<file path="config.mk">
export PLATFORM = sky130hd
export DESIGN_NAME = mesi_snoop_bus
export DESIGN_NICKNAME = d
export VERILOG_FILES = /design/src/rtl/mesi_snoop_bus.sv
export SDC_FILE = /design/constraint.sdc
export NUM_CORES = 1
export LEC_CHECK = 0
export CELL_PAD_IN_SITES_DETAIL_PLACEMENT = 2
export CELL_PAD_IN_SITES_GLOBAL_PLACEMENT = 2
export CORE_ASPECT_RATIO = 2
export CORE_UTILIZATION = 26
export DETAILED_ROUTE_END_ITERATION = 7
export GPL_TIMING_DRIVEN = 0
export MAX_ROUTING_LAYER = met4
export PLACE_DENSITY = 0.89
export SLEW_MARGIN = 20
export SYNTH_ARGS = -nofsm -noshare
export SYNTH_HDL_FRONTEND = slang
export SYNTH_SLANG_ARGS = --single-unit
</file>
<file path="constraint.sdc">
create_clock -name clock -period 2.3 [get_ports clock]
set_clock_uncertainty 0.1 [all_clocks]
set_input_delay 0.575 -clock clock [delete_from_list [all_inputs] [get_ports clock]]
set_output_delay 0.575 -clock clock [all_outputs]
set_load 0.02 [all_outputs]
</file>
<file path="src/rtl/mesi_snoop_bus.sv">
// mesi_snoop_bus
//   Shared snooping bus between per-core MESI state machines. A round-robin
//   arbiter picks one eligible core request, the bus broadcasts it to every
//   listener for one cycle, samples the listeners' line states, optionally
//   sequences a modified-line write-back to memory, and returns the resolved
//   transition code to the winning core.
//
// Ports
//   clock, reset                 single clock; synchronous active-low reset
//   req_valid/req_msg/req_addr   per-core bus requests (msg 11 = none)
//   req_ready                    one-cycle grant pulse to the winner
//   snoop_state/snoop_wb         per-core line state and write-back flag
//   bcast_*                      broadcast message, address, source index
//   listen_trans                 transition code for the listeners
//   mem_wb_valid/src/ack         write-back handshake towards memory
//   exec_valid/sel/trans         one-cycle result pulse to the winner
//   err                          sticky write-back timeout flag
module mesi_snoop_bus #(
    parameter int NUM_CORES  = 4,
    parameter int ADDR_W     = 8,
    parameter int WB_TIMEOUT = 15
) (
    input  logic                        clock,
    input  logic                        reset,
    input  logic [NUM_CORES-1:0]        req_valid,
    input  logic [2*NUM_CORES-1:0]      req_msg,
    input  logic [ADDR_W*NUM_CORES-1:0] req_addr,
    output logic [NUM_CORES-1:0]        req_ready,
    input  logic [2*NUM_CORES-1:0]      snoop_state,
    input  logic [NUM_CORES-1:0]        snoop_wb,
    output logic                        bcast_valid,
    output logic [1:0]                  bcast_msg,
    output logic [ADDR_W-1:0]           bcast_addr,
    output logic [2:0]                  bcast_src,
    output logic [2:0]                  listen_trans,
    output logic                        mem_wb_valid,
    output logic [2:0]                  mem_wb_src,
    input  logic                        mem_wb_ack,
    output logic                        exec_valid,
    output logic [NUM_CORES-1:0]        exec_sel,
    output logic [2:0]                  exec_trans,
    output logic                        err
);

    typedef enum logic [1:0] {IDLE, SNOOP, WB_WAIT, RESP} state_t;

    state_t state, state_nx;

    // Per-transaction capture; bcast_src and bcast_addr double as the
    // captured winner index and address for the whole transaction.
    logic [1:0]           cap_msg, cap_msg_nx;
    logic                 hit_q, hit_nx;
    logic [2:0]           owner_q, owner_nx;

    logic [2:0]           rr_ptr, rr_ptr_nx;
    logic [3:0]           wb_cnt, wb_cnt_nx;
    logic                 wb_seen, wb_seen_nx;

    logic [NUM_CORES-1:0] req_ready_nx, exec_sel_nx;
    logic                 bcast_valid_nx, mem_wb_valid_nx, exec_valid_nx, err_nx;
    logic [1:0]           bcast_msg_nx;
    logic [ADDR_W-1:0]    bcast_addr_nx;
    logic [2:0]           bcast_src_nx, listen_trans_nx, mem_wb_src_nx, exec_trans_nx;

    // Arbitration / snoop evaluation
    logic [NUM_CORES-1:0] elig;
    logic                 win_found;
    logic [2:0]           win_c;
    logic [1:0]           win_msg;
    logic [ADDR_W-1:0]    win_addr;
    logic                 hit_c, own_found_c, own_wb;
    logic [2:0]           own_c;
    int                   idx;

    function automatic logic [2:0] resp_code(input logic [1:0] msg, input logic hit);
        logic [2:0] code;
        case (msg)
            2'b00:   code = hit ? 3'b000 : 3'b110;
            2'b01:   code = 3'b010;
            default: code = 3'b011;
        endcase
        return code;
    endfunction

    always_comb begin
        elig        = '0;
        win_found   = 1'b0;
        win_c       = 3'd0;
        win_msg     = 2'b11;
        win_addr    = '0;
        hit_c       = 1'b0;
        own_found_c = 1'b0;
        own_c       = 3'd0;
        own_wb      = 1'b0;
        idx         = 0;

        for (int i = 0; i < NUM_CORES; i++)
            elig[i] = req_valid[i] && (req_msg[2*i +: 2] != 2'b11);

        // First eligible index at or after rr_ptr, wrapping.
        for (int k = 0; k < NUM_CORES; k++) begin
            idx = int'(rr_ptr) + k;
            if (idx >= NUM_CORES) idx = idx - NUM_CORES;
            for (int i = 0; i < NUM_CORES; i++) begin
                if (!win_found && (i == idx) && elig[i]) begin
                    win_found = 1'b1;
                    win_c     = 3'(i);
                end
            end
        end

        for (int i = 0; i < NUM_CORES; i++) begin
            if (3'(i) == win_c) begin
                win_msg  = req_msg[2*i +: 2];
                win_addr = req_addr[ADDR_W*i +: ADDR_W];
            end
        end

        // Listener view excludes the requester; owner is the lowest M index.
        for (int i = 0; i < NUM_CORES; i++) begin
            if (3'(i) != bcast_src) begin
                if (snoop_state[2*i +: 2] != 2'b00) hit_c = 1'b1;
                if (snoop_state[2*i +: 2] == 2'b11 && !own_found_c) begin
                    own_found_c = 1'b1;
                    own_c       = 3'(i);
                end
            end
        end

        for (int i = 0; i < NUM_CORES; i++)
            if (3'(i) == owner_q) own_wb = snoop_wb[i];
    end

    // Next-state and next-output logic; every output is registered.
    always_comb begin
        state_nx        = state;
        cap_msg_nx      = cap_msg;
        hit_nx          = hit_q;
        owner_nx        = owner_q;
        rr_ptr_nx       = rr_ptr;
        wb_cnt_nx       = wb_cnt;
        wb_seen_nx      = wb_seen;
        req_ready_nx    = '0;
        bcast_valid_nx  = 1'b0;
        bcast_msg_nx    = 2'b11;
        bcast_addr_nx   = bcast_addr;
        bcast_src_nx    = bcast_src;
        listen_trans_nx = listen_trans;
        mem_wb_valid_nx = mem_wb_valid;
        mem_wb_src_nx   = mem_wb_src;
        exec_valid_nx   = 1'b0;
        exec_sel_nx     = '0;
        exec_trans_nx   = 3'b111;
        err_nx          = err;

        case (state)
            IDLE: begin
                if (win_found) begin
                    state_nx = SNOOP;
                    for (int i = 0; i < NUM_CORES; i++)
                        req_ready_nx[i] = (3'(i) == win_c);
                    cap_msg_nx      = win_msg;
                    bcast_valid_nx  = 1'b1;
                    bcast_msg_nx    = win_msg;
                    bcast_addr_nx   = win_addr;
                    bcast_src_nx    = win_c;
                    listen_trans_nx = {win_msg, 1'b0};
                end
            end
            SNOOP: begin
                hit_nx   = hit_c;
                owner_nx = own_c;
                // Invalidates never wait for a write-back, even with an M owner.
                if (own_found_c && cap_msg != 2'b10) begin
                    state_nx   = WB_WAIT;
                    wb_cnt_nx  = 4'd0;
                    wb_seen_nx = 1'b0;
                end else begin
                    state_nx      = RESP;
                    exec_valid_nx = 1'b1;
                    for (int i = 0; i < NUM_CORES; i++)
                        exec_sel_nx[i] = (3'(i) == bcast_src);
                    exec_trans_nx = resp_code(cap_msg, hit_c);
                end
            end
            WB_WAIT: begin
                wb_cnt_nx = wb_cnt + 4'd1;
                // A write-back flag and an ack in the same cycle complete at once.
                if ((wb_seen || own_wb) && mem_wb_ack) begin
                    mem_wb_valid_nx = 1'b0;
                    state_nx        = RESP;
                end else if (wb_cnt == 4'(WB_TIMEOUT - 1)) begin
                    err_nx          = 1'b1;
                    mem_wb_valid_nx = 1'b0;
                    state_nx        = RESP;
                end else if (own_wb && !wb_seen) begin
                    wb_seen_nx      = 1'b1;
                    mem_wb_valid_nx = 1'b1;
                    mem_wb_src_nx   = owner_q;
                end
                if (state_nx == RESP) begin
                    exec_valid_nx = 1'b1;
                    for (int i = 0; i < NUM_CORES; i++)
                        exec_sel_nx[i] = (3'(i) == bcast_src);
                    exec_trans_nx = resp_code(cap_msg, hit_q);
                end
            end
            RESP: begin
                state_nx  = IDLE;
                rr_ptr_nx = (bcast_src == 3'(NUM_CORES - 1)) ? 3'd0 : bcast_src + 3'd1;
            end
            default: state_nx = IDLE;
        endcase
    end

    always_ff @(posedge clock) begin
        if (!reset) state <= IDLE;
        else        state <= state_nx;
    end

    always_ff @(posedge clock) begin
        if (!reset) begin
            rr_ptr       <= 3'd0;
            wb_cnt       <= 4'd0;
            wb_seen      <= 1'b0;
            req_ready    <= '0;
            bcast_valid  <= 1'b0;
            bcast_msg    <= 2'b11;
            bcast_addr   <= '0;
            bcast_src    <= 3'd0;
            listen_trans <= 3'b000;
            mem_wb_valid <= 1'b0;
            mem_wb_src   <= 3'd0;
            exec_valid   <= 1'b0;
            exec_sel     <= '0;
            exec_trans   <= 3'b111;
            err          <= 1'b0;
        end else begin
            rr_ptr       <= rr_ptr_nx;
            wb_cnt       <= wb_cnt_nx;
            wb_seen      <= wb_seen_nx;
            req_ready    <= req_ready_nx;
            bcast_valid  <= bcast_valid_nx;
            bcast_msg    <= bcast_msg_nx;
            bcast_addr   <= bcast_addr_nx;
            bcast_src    <= bcast_src_nx;
            listen_trans <= listen_trans_nx;
            mem_wb_valid <= mem_wb_valid_nx;
            mem_wb_src   <= mem_wb_src_nx;
            exec_valid   <= exec_valid_nx;
            exec_sel     <= exec_sel_nx;
            exec_trans   <= exec_trans_nx;
            err          <= err_nx;
        end
    end

    // Captured transaction data; only meaningful inside a transaction.
    always_ff @(posedge clock) begin
        cap_msg <= cap_msg_nx;
        hit_q   <= hit_nx;
        owner_q <= owner_nx;
    end

endmodule
</file>
# --- Word level (Yosys, flattened, before mapping) ---
# Index checks and enable logic that the tools add are counted.
totals:
  reg_bits: 49
  input_bits: 59
  out_inout_bits: 34
  word_cells: 263
classes:
  n_addsub: 9
  n_lt_le_gt_ge: 4
  eq_ne: 45
  mux: 99
  n_bitwise: 2
  reduce_logical: 85
op_table:
  columns: ["op", "count"]
  rows:
  - ["3-bit by 32-bit equality test with 1-bit output, first input constant", 8]
  - ["2-bit by 32-bit equality test with 1-bit output, first input constant", 4]
  - ["32-bit zero test", 4]
  - ["32-bit two-way mux", 4]
  - ["3-bit two-way mux", 23]
  - ["1-bit two-way mux", 49]
  - ["1-bit logical AND", 41]
  - ["8-bit two-way mux", 4]
  - ["2-bit inequality test, second input constant", 10]
  - ["1-bit zero test", 19]
  - ["2-bit by 3-bit equality test with 1-bit output, first input constant", 6]
  - ["3-bit one-hot mux with 2 select lines", 3]
  - ["2-bit two-way mux", 8]
  - ["4-bit one-hot mux with 2 select lines", 2]
  - ["4-bit by 3-bit subtractor with 5-bit output, second input constant", 3]
  - ["2-bit equality test, second input constant", 7]
  - ["4-bit by 3-bit >= comparator with 1-bit output, second input constant", 3]
  - ["4-bit two-way mux", 3]
  - ["2-bit nonzero test", 5]
  - ["1-bit by 3-bit equality test with 1-bit output, first input constant", 3]
  - ["3-bit zero test", 3]
  - ["3-bit by 2-bit adder with 4-bit output, second input constant", 2]
  - ["2-bit one-hot mux with 4 select lines", 1]
  - ["2-bit AND reduction", 4]
  - ["other kinds (18)", 25]

# --- Depth between registers and ports, before layout ---
logic_depth:
  word_depth: 70
  ltp_mapped: 8
  mapped_depth_nobuf: 8

# --- Least setup slack after synthesis ---
# No wires, ideal clock.
synth_timing:
  path_type: "input to register"
  start: "in req_valid[0]"
  end: "reg cap_msg[1] (data pin)"
  setup_ps: 256
  arrival_ps: 1768
  required_time_ps: 1944
  slack_ps: 176
  path_stages: 7
  n_path_buf: 1
  cell_sequence: "a21boi_4 > buf_6 > mux2i_1 > o221ai_2 > mux2_4 > nor2_1 > nor2_1"
synth_via:
  elab_chain_len: 68
  word_cells_on_any_way: 85
  classes_between: "eq/ne: 3; mux: 34; reduce/logical: 48"
synth_lines:
  columns: ["element", "line_no", "rtl"]
  rows:
  - ["start: declaration", "25", "input logic [NUM_CORES-1:0] req_valid,"]
  - ["1-bit logical AND *", "98", "elig[i] = req_valid[i] && (req_msg[2*i +: 2] != 2'b11);"]
  - ["1-bit logical AND", "105", "if (!win_found && (i == idx) && elig[i]) begin"]
  - ["1-bit two-way mux", "105", null]
  - ["1-bit zero test", "105", null]
  - ["1-bit logical AND (2 in series)", "105", null]
  - ["1-bit two-way mux", "105", null]
  - ["1-bit zero test", "105", null]
  - ["1-bit logical AND (2 in series)", "105", null]
  - ["[48 not listed]", null, null]
  - ["1-bit two-way mux", "105", null]
  - ["1-bit zero test", "105", null]
  - ["1-bit logical AND (2 in series)", "105", null]
  - ["3-bit two-way mux *", "105", null]
  - ["3-bit zero test", "113", "if (3'(i) == win_c) begin"]
  - ["2-bit two-way mux (3 in series)", "113", null]
  - ["2-bit two-way mux *", "113", null]
  - ["net win_msg[1]", "69", "logic [1:0] win_msg;"]
  - ["end signal: assignment", "259", "cap_msg <= cap_msg_nx;"]
  - ["end: declaration", "51", "logic [1:0] cap_msg, cap_msg_nx;"]
# Mark *: on every way through the listed nets, which the timed path passes. The rest lies on a longest branch.
# A chain may end at the register's enable or synchronous reset.

# --- Worst setup path in the final report ---
layout_timing:
  start: "in req_msg[0]"
  end: "reg bcast_addr[4]"
layout_via:
  elab_chain_len: 69
  word_cells_on_any_way: 88
  classes_between: "eq/ne: 4; mux: 35; reduce/logical: 49"
layout_lines:
  columns: ["element", "line_no", "rtl"]
  rows:
  - ["start: declaration", "26", "input logic [2*NUM_CORES-1:0] req_msg,"]
  - ["2-bit inequality test *", "98", null]
  - ["1-bit logical AND *", "98", null]
  - ["1-bit logical AND", "105", null]
  - ["1-bit two-way mux", "105", null]
  - ["1-bit zero test", "105", null]
  - ["1-bit logical AND (2 in series)", "105", null]
  - ["1-bit two-way mux", "105", null]
  - ["1-bit zero test", "105", null]
  - ["[47 not listed]", null, null]
  - ["1-bit zero test", "105", null]
  - ["1-bit logical AND (2 in series)", "105", null]
  - ["1-bit two-way mux", "105", null]
  - ["1-bit zero test", "105", null]
  - ["1-bit logical AND (2 in series)", "105", null]
  - ["3-bit two-way mux", "105", null]
  - ["3-bit zero test", "113", null]
  - ["8-bit two-way mux (4 in series)", "113", null]
  - ["end signal: assignment", "245", "bcast_addr <= bcast_addr_nx;"]
  - ["end: declaration", "33", "output logic [ADDR_W-1:0] bcast_addr,"]
# Every way passes the cells marked *; elsewhere a longest branch is shown, timed or not.

==> flow_summary.json <==
{
  "reg2reg_depth": 7,
  "max_stage_delay_ps": 420,
  "clk_pin_slew_ps": 70,
  "yosys_warnings": 0,
  "rows": 51,
  "syn_to_final_growth_pct": 64.9,
  "final_max_slew_viol_count": 0,
  "fmax_mhz": 438,
  "synth.distinct_cells": 63,
  "synth_enable_flop_cells": 5,
  "holdBufCountCts": 0,
  "hold_violations": 0,
  "synth_top_area_cell": "dfxtp_1",
  "async_flop_share_pct": 0,
  "max_cap_viol_count": 0,
  "cts_root_buf": "clkbuf_16",
  "num_antenna_cells": 0,
  "post_route_cells_drive_above_1_share_pct": 27.1,
  "synth_top_area_share_pct": 30.5,
  "grt_pass1_vias": 3210,
  "cpMaxStageDelayCell": "o211a_2",
  "start_kind": "input pin",
  "period_share_pct": 99.2,
  "cp_max_fo": 9,
  "cellPowerDensity_mw_per_mm2": 951,
  "final_area_mm2": 0.00433,
  "cts_sinks": 45,
  "cp_top_family": "compound AO/OA/AOI/OAI gates",
  "portBuffers": 88,
  "drtAntennaViolNets": 0,
  "synthCells": 285,
  "syn-cell-area_mm2": 0.00263,
  "num_io_pins": 93,
  "final_cell_mix": "clkdlybuf4s50_1 (76), dfxtp_1 (38), a21oi_1 (23), buf_4 (23), nor2_1 (21)",
  "fin_crit_ps": 2280,
  "critPathArrivalTime_ps": 2400,
  "postLayoutCoreUtil_pct": 44.4,
  "clockBufferDepth": 2,
  "antenna_found_initial": 0,
  "gp_congestion": 0.833,
  "r2r_start": "bcast_src[0]$_SDFFE_PN0P_",
  "yosys_register_bits": 45,
  "grt_pass1_wl_mm": 18.0,
  "drt_first_iter_violations": 70,
  "hold-path-cell-count": 2,
  "maxSlewHeadroom_pct": 54.4,
  "grt_overflow": 0,
  "min_to": "err$_SDFFE_PN0P_",
  "vias": 2836,
  "min_path_type": "reg2reg",
  "final_common_cell": "clkdlybuf4s50_1",
  "die_y_um": 144,
  "ir_drop_mv": 0.543,
  "path_cells": "dlygate4sd2_1 > a21boi_4 > buf_6 > buf_6 > o21ai_0 > o211a_2 > a22o_2 > mux2i_4 > a21oi_2",
  "num-nets-final": 479,
  "path_common_cell": "buf_6",
  "drcViolationCount": 0,
  "synth_area_leaders": "dfxtp_1 (30%), edfxtp_1 (5.7%), ha_1 (5.2%), a21oi_1 (5.0%), nor2_1 (3.4%)",
  "core_area_mm2": 0.00976,
  "crit_buf_inv": 3,
  "worstSetupPathType": "in2reg",
  "post_drt_wl_per_cell_um": 22.6,
  "dr.pass1.iters": 4,
  "gr-usage-all-layers_pct": 24.2,
  "drt-total-wl_mm": 12.2,
  "rrSetupSlack_ps": 160,
  "cts_made_buffers": 5,
  "static-leakage-power_nw": 1.68,
  "clk_latency_ps": 300,
  "synth-main-ff-cell": "dfxtp_1",
  "htree_levels": 2,
  "die_w_um": 73.1,
  "setup_violations": 0,
  "cp.required_ps": 2420,
  "hp-start": "err$_SDFFE_PN0P_",
  "yosysSeqAreaShare_pct": 36.2,
  "synth_area_per_cell_um2": 9.21,
  "initial_utilization_pct": 26.9,
  "postPlaceCellArea_mm2": 0.00368,
  "hpwl_mm": 7.69,
  "routed_via_density": 5.23,
  "tritoncts": "built",
  "outcome": "finished, final reports clean",
  "crit_path_end_kind": "register",
  "worstMarginPinSlew_ps": 684,
  "timing.hold.ws_ps": 385,
  "grt_max_degree": 15,
  "die_area_mm2": 0.0105,
  "reg2reg_to": "wb_seen$_SDFFE_PN0P_"
}
## synth_stat cells (4+ instances only)
library cell,count
dfxtp_1,40
a21oi_1,26
nor2_1,24
nand2_1,19
o21ai_0,13
inv_1,12
ha_1,11
nand3_1,11
mux2i_1,8
a22o_2,7
o22ai_1,7
nor2b_1,6
nor3_1,6
o221ai_2,6
and2_1,5
edfxtp_1,5
nand2b_1,5
buf_2,4
buf_6,4
## flip-flops by register name (all words and copies together) (netlist names), 3 cells and up
register    flops
bcast_addr      8
exec_sel        4
req_ready       4
wb_cnt          4
exec_trans      3
## power breakdown
group,internal (mW),switching [mW]
Combinational,0.937,1.18
Sequential,1.00,0.164
Clock,0.509,0.327
Total,2.45,1.67
## timing repair
item	in CTS	in global routing
buffers inserted	20	5
gates resized for setup	51	24
pin swaps	19	10
setup endpoints to repair	33	21
gates cloned	3	0
## worst max-delay path by stage
stage / slack (ps) / cells after the start / endpoint / startpoint
after detailed placement: -630 / 7 / cap_msg[1]$_DFFE_PP_ / req_msg[4]
after global routing: -10 / 9 / bcast_addr[4]$_SDFFE_PN0P_ / req_valid[0]
after global placement: -550 / 7 / cap_msg[1]$_DFFE_PP_ / req_msg[4]
after floorplan: 180 / 7 / cap_msg[1]$_DFFE_PP_ / req_valid[0]
after CTS: 10 / 9 / bcast_addr[7]$_SDFFE_PN0P_ / req_valid[3]
final: 20 / 9 / bcast_addr[4]$_SDFFE_PN0P_ / req_msg[0]
## kinds of logic after synthesis
kind of cell	synth area share, %
AOI/OAI and AO/OA	30.5
buffers and inverters	6.15
DFF	36.2
and+or+nand+nor	17.3
adders and majority gates	5.24
muxes	4.48
other	0.143
## cell type report
type	instances	area, µm²
Buffer	14	121
Clock buffer	5	125
Clock inverter	3	41.3
Fill cell	1028	5430
Inverter	14	57.6
Multi-Input combinational cell	214	1750
Sequential cell	45	953
Tap cell	132	165
Timing Repair Buffer	115	1110
## per-layer routing
layer  vias to the layer above  global-route usage [%]  wire length (µm)
li1                       1297                       -                 -
met1                      1420                    21.7              3990
met2                        82                    47.4              7390
met3                        37                    2.65               290
met4                         0                    13.1               556
met5                         -                       -                 0
## worst reg2reg max path: cells and delay by family (launching register included)
family	cells	cell delay, ps
adders and majority gates	1	230
buffers and inverters	1	80
AOI/OAI and AO/OA	2	410
DFF	1	380
and+or+nand+nor	3	850
## stage by stage
stage	std cells	worst slack (ps)	total power, mW	setup TNS (ps)
floorplan	287	176	2.15	0
global placement	507	-553	2.77	-12980
detailed placement	507	-634	2.86	-15880
CTS	537	14.6	3.96	0
global route	542	-14.9	4.29	-34.8
finish	542	18.3	4.12	0
No activity file was read; power rests on OpenSTA's default activity.
